===== src/rtl/fetch_sequencer.sv =====
// Instruction-fetch controller: owns the PC, sequences a req/gnt/rvalid
// instruction-memory port and presents one held instruction at a time to
// the decode stage, applying branch/jump redirects when it is consumed.
module fetch_sequencer #(
    parameter logic [31:0] RESET_PC = 32'h0000_0000,
    parameter int unsigned MAX_WAIT = 15
) (
    input  logic        clk,
    input  logic        reset,
    input  logic [31:0] PCTarget,
    input  logic        PCSrc,
    input  logic        stall,
    output logic        imem_req,
    output logic [31:0] imem_addr,
    input  logic        imem_gnt,
    input  logic        imem_rvalid,
    input  logic [31:0] imem_rdata,
    output logic [31:0] instr,
    output logic        instr_valid,
    output logic [31:0] instr_pc,
    output logic [31:0] program_counter,
    output logic        fetch_err
);

    localparam int unsigned CntW = $clog2(MAX_WAIT + 1);

    typedef enum logic [2:0] {
        StIdle,
        StReq,
        StWait,
        StHold,
        StErr
    } state_t;

    state_t            r_state;
    state_t            w_state_next;
    logic [31:0]       r_pc;
    logic [31:0]       w_pc_next;
    logic [CntW-1:0]   r_wait_cnt;
    logic [CntW-1:0]   w_wait_cnt_next;
    logic [CntW-1:0]   w_wait_cnt_inc;
    logic [31:0]       r_instr;
    logic [31:0]       w_instr_next;
    logic [31:0]       r_instr_pc;
    logic [31:0]       w_instr_pc_next;
    logic              r_instr_valid;
    logic              w_instr_valid_next;
    logic              r_fetch_err;
    logic              w_fetch_err_next;
    logic [31:0]       w_redirect_pc;
    logic              w_target_misaligned;

    assign w_wait_cnt_inc      = r_wait_cnt + 1'b1;
    assign w_redirect_pc       = PCSrc ? PCTarget : (r_pc + 32'd4);
    assign w_target_misaligned = PCSrc && (PCTarget[1:0] != 2'b00);

    // State and datapath registers; reset aborts any outstanding request.
    always_ff @(posedge clk or negedge reset) begin
        if (!reset) begin
            r_state       <= StIdle;
            r_pc          <= RESET_PC;
            r_wait_cnt    <= '0;
            r_instr       <= 32'h0;
            r_instr_pc    <= 32'h0;
            r_instr_valid <= 1'b0;
            r_fetch_err   <= 1'b0;
        end else begin
            r_state       <= w_state_next;
            r_pc          <= w_pc_next;
            r_wait_cnt    <= w_wait_cnt_next;
            r_instr       <= w_instr_next;
            r_instr_pc    <= w_instr_pc_next;
            r_instr_valid <= w_instr_valid_next;
            r_fetch_err   <= w_fetch_err_next;
        end
    end

    // Next-state and next-register decode for the fetch FSM.
    always_comb begin
        w_state_next       = r_state;
        w_pc_next          = r_pc;
        w_wait_cnt_next    = r_wait_cnt;
        w_instr_next       = r_instr;
        w_instr_pc_next    = r_instr_pc;
        w_instr_valid_next = r_instr_valid;
        w_fetch_err_next   = r_fetch_err;

        case (r_state)
            StIdle: begin
                w_state_next = StReq;
            end
            StReq: begin
                if (imem_gnt) begin
                    w_state_next    = StWait;
                    w_wait_cnt_next = '0;
                end
            end
            StWait: begin
                if (imem_rvalid) begin
                    w_instr_next       = imem_rdata;
                    w_instr_pc_next    = r_pc;
                    w_instr_valid_next = 1'b1;
                    w_state_next       = StHold;
                end else if (w_wait_cnt_inc == CntW'(MAX_WAIT)) begin
                    w_wait_cnt_next  = w_wait_cnt_inc;
                    w_fetch_err_next = 1'b1;
                    w_state_next     = StErr;
                end else begin
                    w_wait_cnt_next = w_wait_cnt_inc;
                end
            end
            StHold: begin
                // Redirect is only honoured on the consuming cycle.
                if (!stall) begin
                    w_instr_valid_next = 1'b0;
                    if (w_target_misaligned) begin
                        w_fetch_err_next = 1'b1;
                        w_state_next     = StErr;
                    end else begin
                        w_pc_next    = w_redirect_pc;
                        w_state_next = StReq;
                    end
                end
            end
            StErr: begin
                w_instr_valid_next = 1'b0;
                w_fetch_err_next   = 1'b1;
            end
            default: begin
                w_state_next = StIdle;
            end
        endcase
    end

    // Request port is a pure decode of state.
    always_comb begin
        imem_req  = (r_state == StReq);
        imem_addr = (r_state == StReq) ? r_pc : 32'h0;
    end

    assign instr           = r_instr;
    assign instr_pc        = r_instr_pc;
    assign instr_valid     = r_instr_valid;
    assign program_counter = r_pc;
    assign fetch_err       = r_fetch_err;

endmodule

===== config.mk =====
export PLATFORM = sky130hd
export DESIGN_NAME = fetch_sequencer
export DESIGN_NICKNAME = d
export VERILOG_FILES = /design/src/rtl/fetch_sequencer.sv
export SDC_FILE = /design/constraint.sdc
export NUM_CORES = 1
export LEC_CHECK = 0
export ABC_AREA = 1
export BUFFER_PORTS_ARGS = -buffer_cell sky130_fd_sc_hd__buf_2
export CAP_MARGIN = 5
export CORE_AREA = 2 2 113 115
export DETAILED_ROUTE_END_ITERATION = 12
export DIE_AREA = 0 0 115 117
export PLACE_DENSITY = 0.81
export SLEW_MARGIN = 20
export SYNTH_ARGS = -nofsm -noshare
export SYNTH_HDL_FRONTEND = slang
export SYNTH_SLANG_ARGS = --single-unit
export TNS_END_PERCENT = 50

===== constraint.sdc =====
create_clock -name clk -period 1.73 [get_ports clk]
set_input_delay 0.346 -clock clk [delete_from_list [all_inputs] [get_ports clk]]
set_output_delay 0.346 -clock clk [all_outputs]
set_load 0.01 [all_outputs]

After elaboration in Yosys (flattened, before gate mapping):

Index checks and enable logic that the tools add are counted.

* register bits: 105
* logic and storage cells: 54
* input port bits: 70
* output and inout bits: 131

* multiplexer cells: 19
* add/sub/neg operators: 2
* reductions and logical operators: 11
* bitwise gates (word level): 3
* equality and inequality tests: 12

Operator list (count)
* 32-bit 2-to-1 mux: 2
* 32-bit by 3-bit adder with 32-bit output, second input constant: 1
* 3-bit 2-to-1 mux: 5
* 3-bit one-hot mux with 5 select lines: 1
* 2-bit inequality test, second input constant: 5
* 3-bit AND reduction: 3
* 4-bit 2-to-1 mux: 2
* 4-bit one-hot mux with 2 select lines: 1
* 3-bit by 2-bit equality test with 1-bit output, second input constant: 2
* 1-bit 2-to-1 mux: 6
* 1-bit one-hot mux with 3 select lines: 2
* 5-bit AND reduction: 1
* 4-bit by 1-bit adder with 4-bit output, second input constant: 1
* 4-bit equality test, second input constant: 1
* 4-bit AND reduction: 1
* 2-bit nonzero test: 2
* 3-bit by 1-bit equality test with 1-bit output, second input constant: 1
* 3-bit equality test, second input constant: 1
* 3-bit logical NOT: 1
* 3-bit inequality test, second input constant: 1
* 1-bit inverter: 3
* 3-bit nonzero test: 1
* 2-bit by 1-bit inequality test with 1-bit output, second input constant: 1
* 2-bit AND reduction: 1
* 1-bit logical AND: 1

Logic depth before layout (Yosys ltp):

* word-level depth: 5
* gate-level depth with buffers: 11
* mapped depth without buffers: 11

Worst setup path before layout:

No wires, ideal clock.

* path kind: register -> register
* start point: register r_pc[3], in the netlist program_counter[3]
* end point: register r_pc[16], in the netlist program_counter[16]
* clock period less this slack: 1476 ps
* data arrival time: 1354 ps
* cell stages (with the launch flop): 9
* setup time: 122 ps
* path slack: 254 ps
* path buffers: 0
* data required time: 1608 ps
* path through: dfrtp_1 -> ha_1 -> nand3_1 -> nor2_1 -> nand3_1 -> nand2_1 -> nand3_1 -> nand2_1 -> o21ai_1

* cells in the longest elaborated chain, start to end: 2

Ends and longest elaborated chain
* start, declared: RTL line 37 `logic [31:0] r_pc;`
* start signal, assigned: RTL line 69 `r_pc <= w_pc_next;`
* 32-bit by 3-bit adder with 32-bit output: RTL line 54 `assign w_redirect_pc = PCSrc ? PCTarget : (r_pc + 32'd4);`
* 32-bit 2-to-1 mux: RTL line 54

Every way passes these cells.
A chain may end at the register's enable or synchronous reset.

Worst setup path in the final report:

* start point: register r_state[1]
* end point: output port imem_addr[15]

* cells in the longest elaborated chain, start to end: 2

Ends and longest elaborated chain
* start, declared: RTL line 35 `state_t r_state;`
* start signal, assigned: RTL line 60 `r_state <= StIdle;`
* start signal, assigned: RTL line 68 `r_state <= w_state_next;`
* 3-bit by 1-bit equality test with 1-bit output: RTL line 138 `imem_addr = (r_state == StReq) ? r_pc : 32'h0;`
* 32-bit 2-to-1 mux: RTL line 138
* end, declared: RTL line 14 `output logic [31:0] imem_addr,`

Every way passes these cells.

==> run_results.csv <==
group,metric,value,unit
status,run_status,"finished, final reports clean",
drt,drt-pass1-iter-count,5,
critical_path,cp-start-kind,"flip-flop",
grt,grt_overflow,0,
job,max-cap-violations,0,
drt,drcViolationCount,0,
layout,nNetsFinal,1023,
die,placeableCoreArea,0.0123,sq mm
critical_path,reg2reg_depth,9,
drt,dr_total_vias,5555,
grt,grt_antenna_before_repair,1,
place,hpwl,12400,microns
timing,clock_skew,0.00658,ns
timing,worst_hold_slack_after_final_layout,0.185,ns
yosys,post_synth_instance_area,0.00544,sq mm
grt,first_global_vias,5015,
die,std_cell_rows,41,
power,ir_drop,0.000857,V
timing,grt_setup_unrepaired,"true",
layout,area_growth_syn_to_layout,32.9,%
critical_path,arrival_worst_endpoint,1.38,ns
die,dieWidth,115,microns
timing,number_of_slew_limit_violations_in_the_final_report,0,
critical_path,path_buf_inv,3,
drt,routed_via_density,5.02,
drt,detail_route.wirelength,16200,microns
clocking,cts-root-to-sink-buffers,2,
clocking,clkTransAtPathRegs,0.07,ns
yosys,post_synth.cell_area_avg,7.40,sq um
clocking,tritoncts,"done",
critical_path,critical_path.startpoint,"r_state[1]",
place,gpl.final_weighted_congestion,0.975,
clocking,cts_bufs_inserted,9,
worst_hold_path,timing.hold.worst.class,"in2reg",
layout,final_layout_size_suffix_gt1_share,31.3,%
die,floorplan.initialDensity,44.2,%
timing,setup-violations-final,0,
grt,grt_use_total,24.5,%
drt,final_antenna_net_count,0,
drt,route.detailed.wl_per_inst,14.7,microns
drt,initialDrtViolationCount,409,
layout,fill_cell_instance_count_of_the_final_layout,1153,
critical_path,path_delay_family,"buffers and inverters",
timing,setup_slack,0.00889,ns
yosys,total_of_warnings_raised_by_yosys,0,
critical_path,cp.required,1.38,ns
yosys,synth.net_count,808,
timing,worst_slew_pin_slew,0.537,ns
worst_hold_path,timing.hold.worst.start,"imem_rdata[8]",
clocking,cts_max_level,3,
yosys,synthCells,735,
layout,seqCellArea,0.00263,sq mm
critical_path,worstSetupEndpointType,"primary output",
grt,grt_first_pass_wirelength,25300,microns
timing,maximum_operating_frequency,0.581,GHz
critical_path,origin_of_the_critical_flop_to_flop_path,"program_counter[2]",
die,boundaryPins,201,
critical_path,slowest_stage,"sky130_fd_sc_hd__dfrtp_1",
place,place.port_buffers,200,
power,power.density,1760,mW/mm^2
critical_path,max_fanout_on_critical_path,17,
timing,layout_worst_path_cycle_share,99.5,%
worst_hold_path,hold_path_depth,3,
clocking,ctsRootBufferMaster,"sky130_fd_sc_hd__clkbuf_16",
timing,hold_viol,0,
layout,final_common_cell,"sky130_fd_sc_hd__nand2_1",
power,total_leakage_power,0.00401,uW
critical_path,worst-setup-path-type,"reg2out",
clocking,clock_insertion_delay_at_the_later_pin_of_the_skew_report,0.35,ns
layout,final_instance_area,0.00722,sq mm
place,dpl-instance-area,0.00676,sq mm
layout,layout_common_cells,"sky130_fd_sc_hd__nand2_1 (289), sky130_fd_sc_hd__buf_2 (198), sky130_fd_sc_hd__dfrtp_1 (103)",
die,die_area,0.0135,sq mm
layout,multi_input_comb_area,0.00250,sq mm
timing,period_minus_slack,1.72,ns
die,die_height,117,microns
yosys,synth_sequential_area_ratio,48.3,%
critical_path,cpPeakStageDelay,0.40,ns
critical_path,logic_depth_of_the_worst_setup_path_including_buffers,5,
timing,max-slew-margin-rel,63.9,%
yosys,number_of_flip_flops_and_latches_in_the_synthesized_netlist,105,
yosys,yosys.cell_types.count,34,
critical_path,crit_chain,"inv_2, nand3_4, buf_12, nor2_1, buf_2",
place,pre_cts_slack,0.0740,ns
grt,grt_max_degree,40,
clocking,numClockSinks,105,
flip-flops by register name, summed over array words and instances, names as in the netlist:
name / flops
r_wait_cnt: 4
r_state: 3
program_counter: 32
instr_valid: 1
instr_pc: 32
fetch_err: 1
instr: 32
through the flow:
stage	util, %	total power, uW	TNS [ns]	instances
after floorplan	-	7640	0	735
after global placement	54.9	10000	0	1084
after detailed placement	54.9	10200	0	1084
after CTS	58.1	12600	-0.504	1104
after global routing	58.7	13600	-0.901	1106
final	58.7	12700	0	1106
cell usage after synthesis (all sizes together):
cell,instances,area [sq um]
nand2,297,1150
nor2,113,495
dfrtp,105,2630
inv,64,245
o21ai,56,288
nand3,37,195
buf,16,110
a21oi,9,45.0
clkbuf,8,31.3
o22ai,7,43.8
xor2,5,43.8
nand4,4,25.0
ha,3,37.5
nor3,3,20.0
a22o,2,17.5
nand3b,2,27.5
xnor2,2,17.5
o211ai,1,7.51
o221ai,1,8.76
tightest hold or removal path, cell delays in order:
cell and delay (ns):
sky130_fd_sc_hd__buf_2 0.07, sky130_fd_sc_hd__nand2_1 0.04, sky130_fd_sc_hd__nand2_1 0.05
power by group:
group	switching [uW]	total (uW)	internal (uW)
registers	919	4500	3580
clock network	918	2220	1310
logic	3630	5980	2350
total	5460	12700	7240
area by class of cell:
class,count,area share (%)
antenna,1,0.0346
clock buffer,11,3.36
clock inverter,5,1.09
inverter,64,3.39
multi-input combinational,542,34.6
sequential,105,36.4
tap,150,2.60
timing repair buffer,228,18.5
logic make-up after synthesis:
logic type | count (synthesis) | synth area share, %
buffers and inverters | 88 | 7.11
AO/OA/AOI/OAI | 76 | 7.55
adder cells (fa/ha/maj) | 3 | 0.691
AND/OR/NAND/NOR | 456 | 35.2
flip-flops | 105 | 48.3
XOR/XNOR | 7 | 1.13
final timing paths:
| kind | end | slack, ns |
|---|---|---|
| max in group asynchronous | instr[8] | 0.76 |
| max reg2reg | program_counter[23] | 0.15 |
| min reg2reg | instr[21] | 0.47 |
| max | imem_addr[15] | 0.009 |
| min in group asynchronous | r_wait_cnt[3] | 0.47 |
| min | instr[8] | 0.19 |
layer usage:
layer / global-route usage [%] / vias up / routed length [microns]
li1: - / 2734 / -
met1: 32.6 / 2583 / 7120
met2: 39.3 / 203 / 7570
met3: 4.27 / 35 / 1010
met4: 11.5 / 0 / 540
met5: 0 / - / 0
what timing repair did:
action,CTS,global route
pin swaps,1,1
setup endpoints to repair,33,43
setup buffers,3,1
endpoints found under the hold margin,19,0
hold buffers,1,0
gates resized for setup,11,22
(Power assumes the default switching activity.)
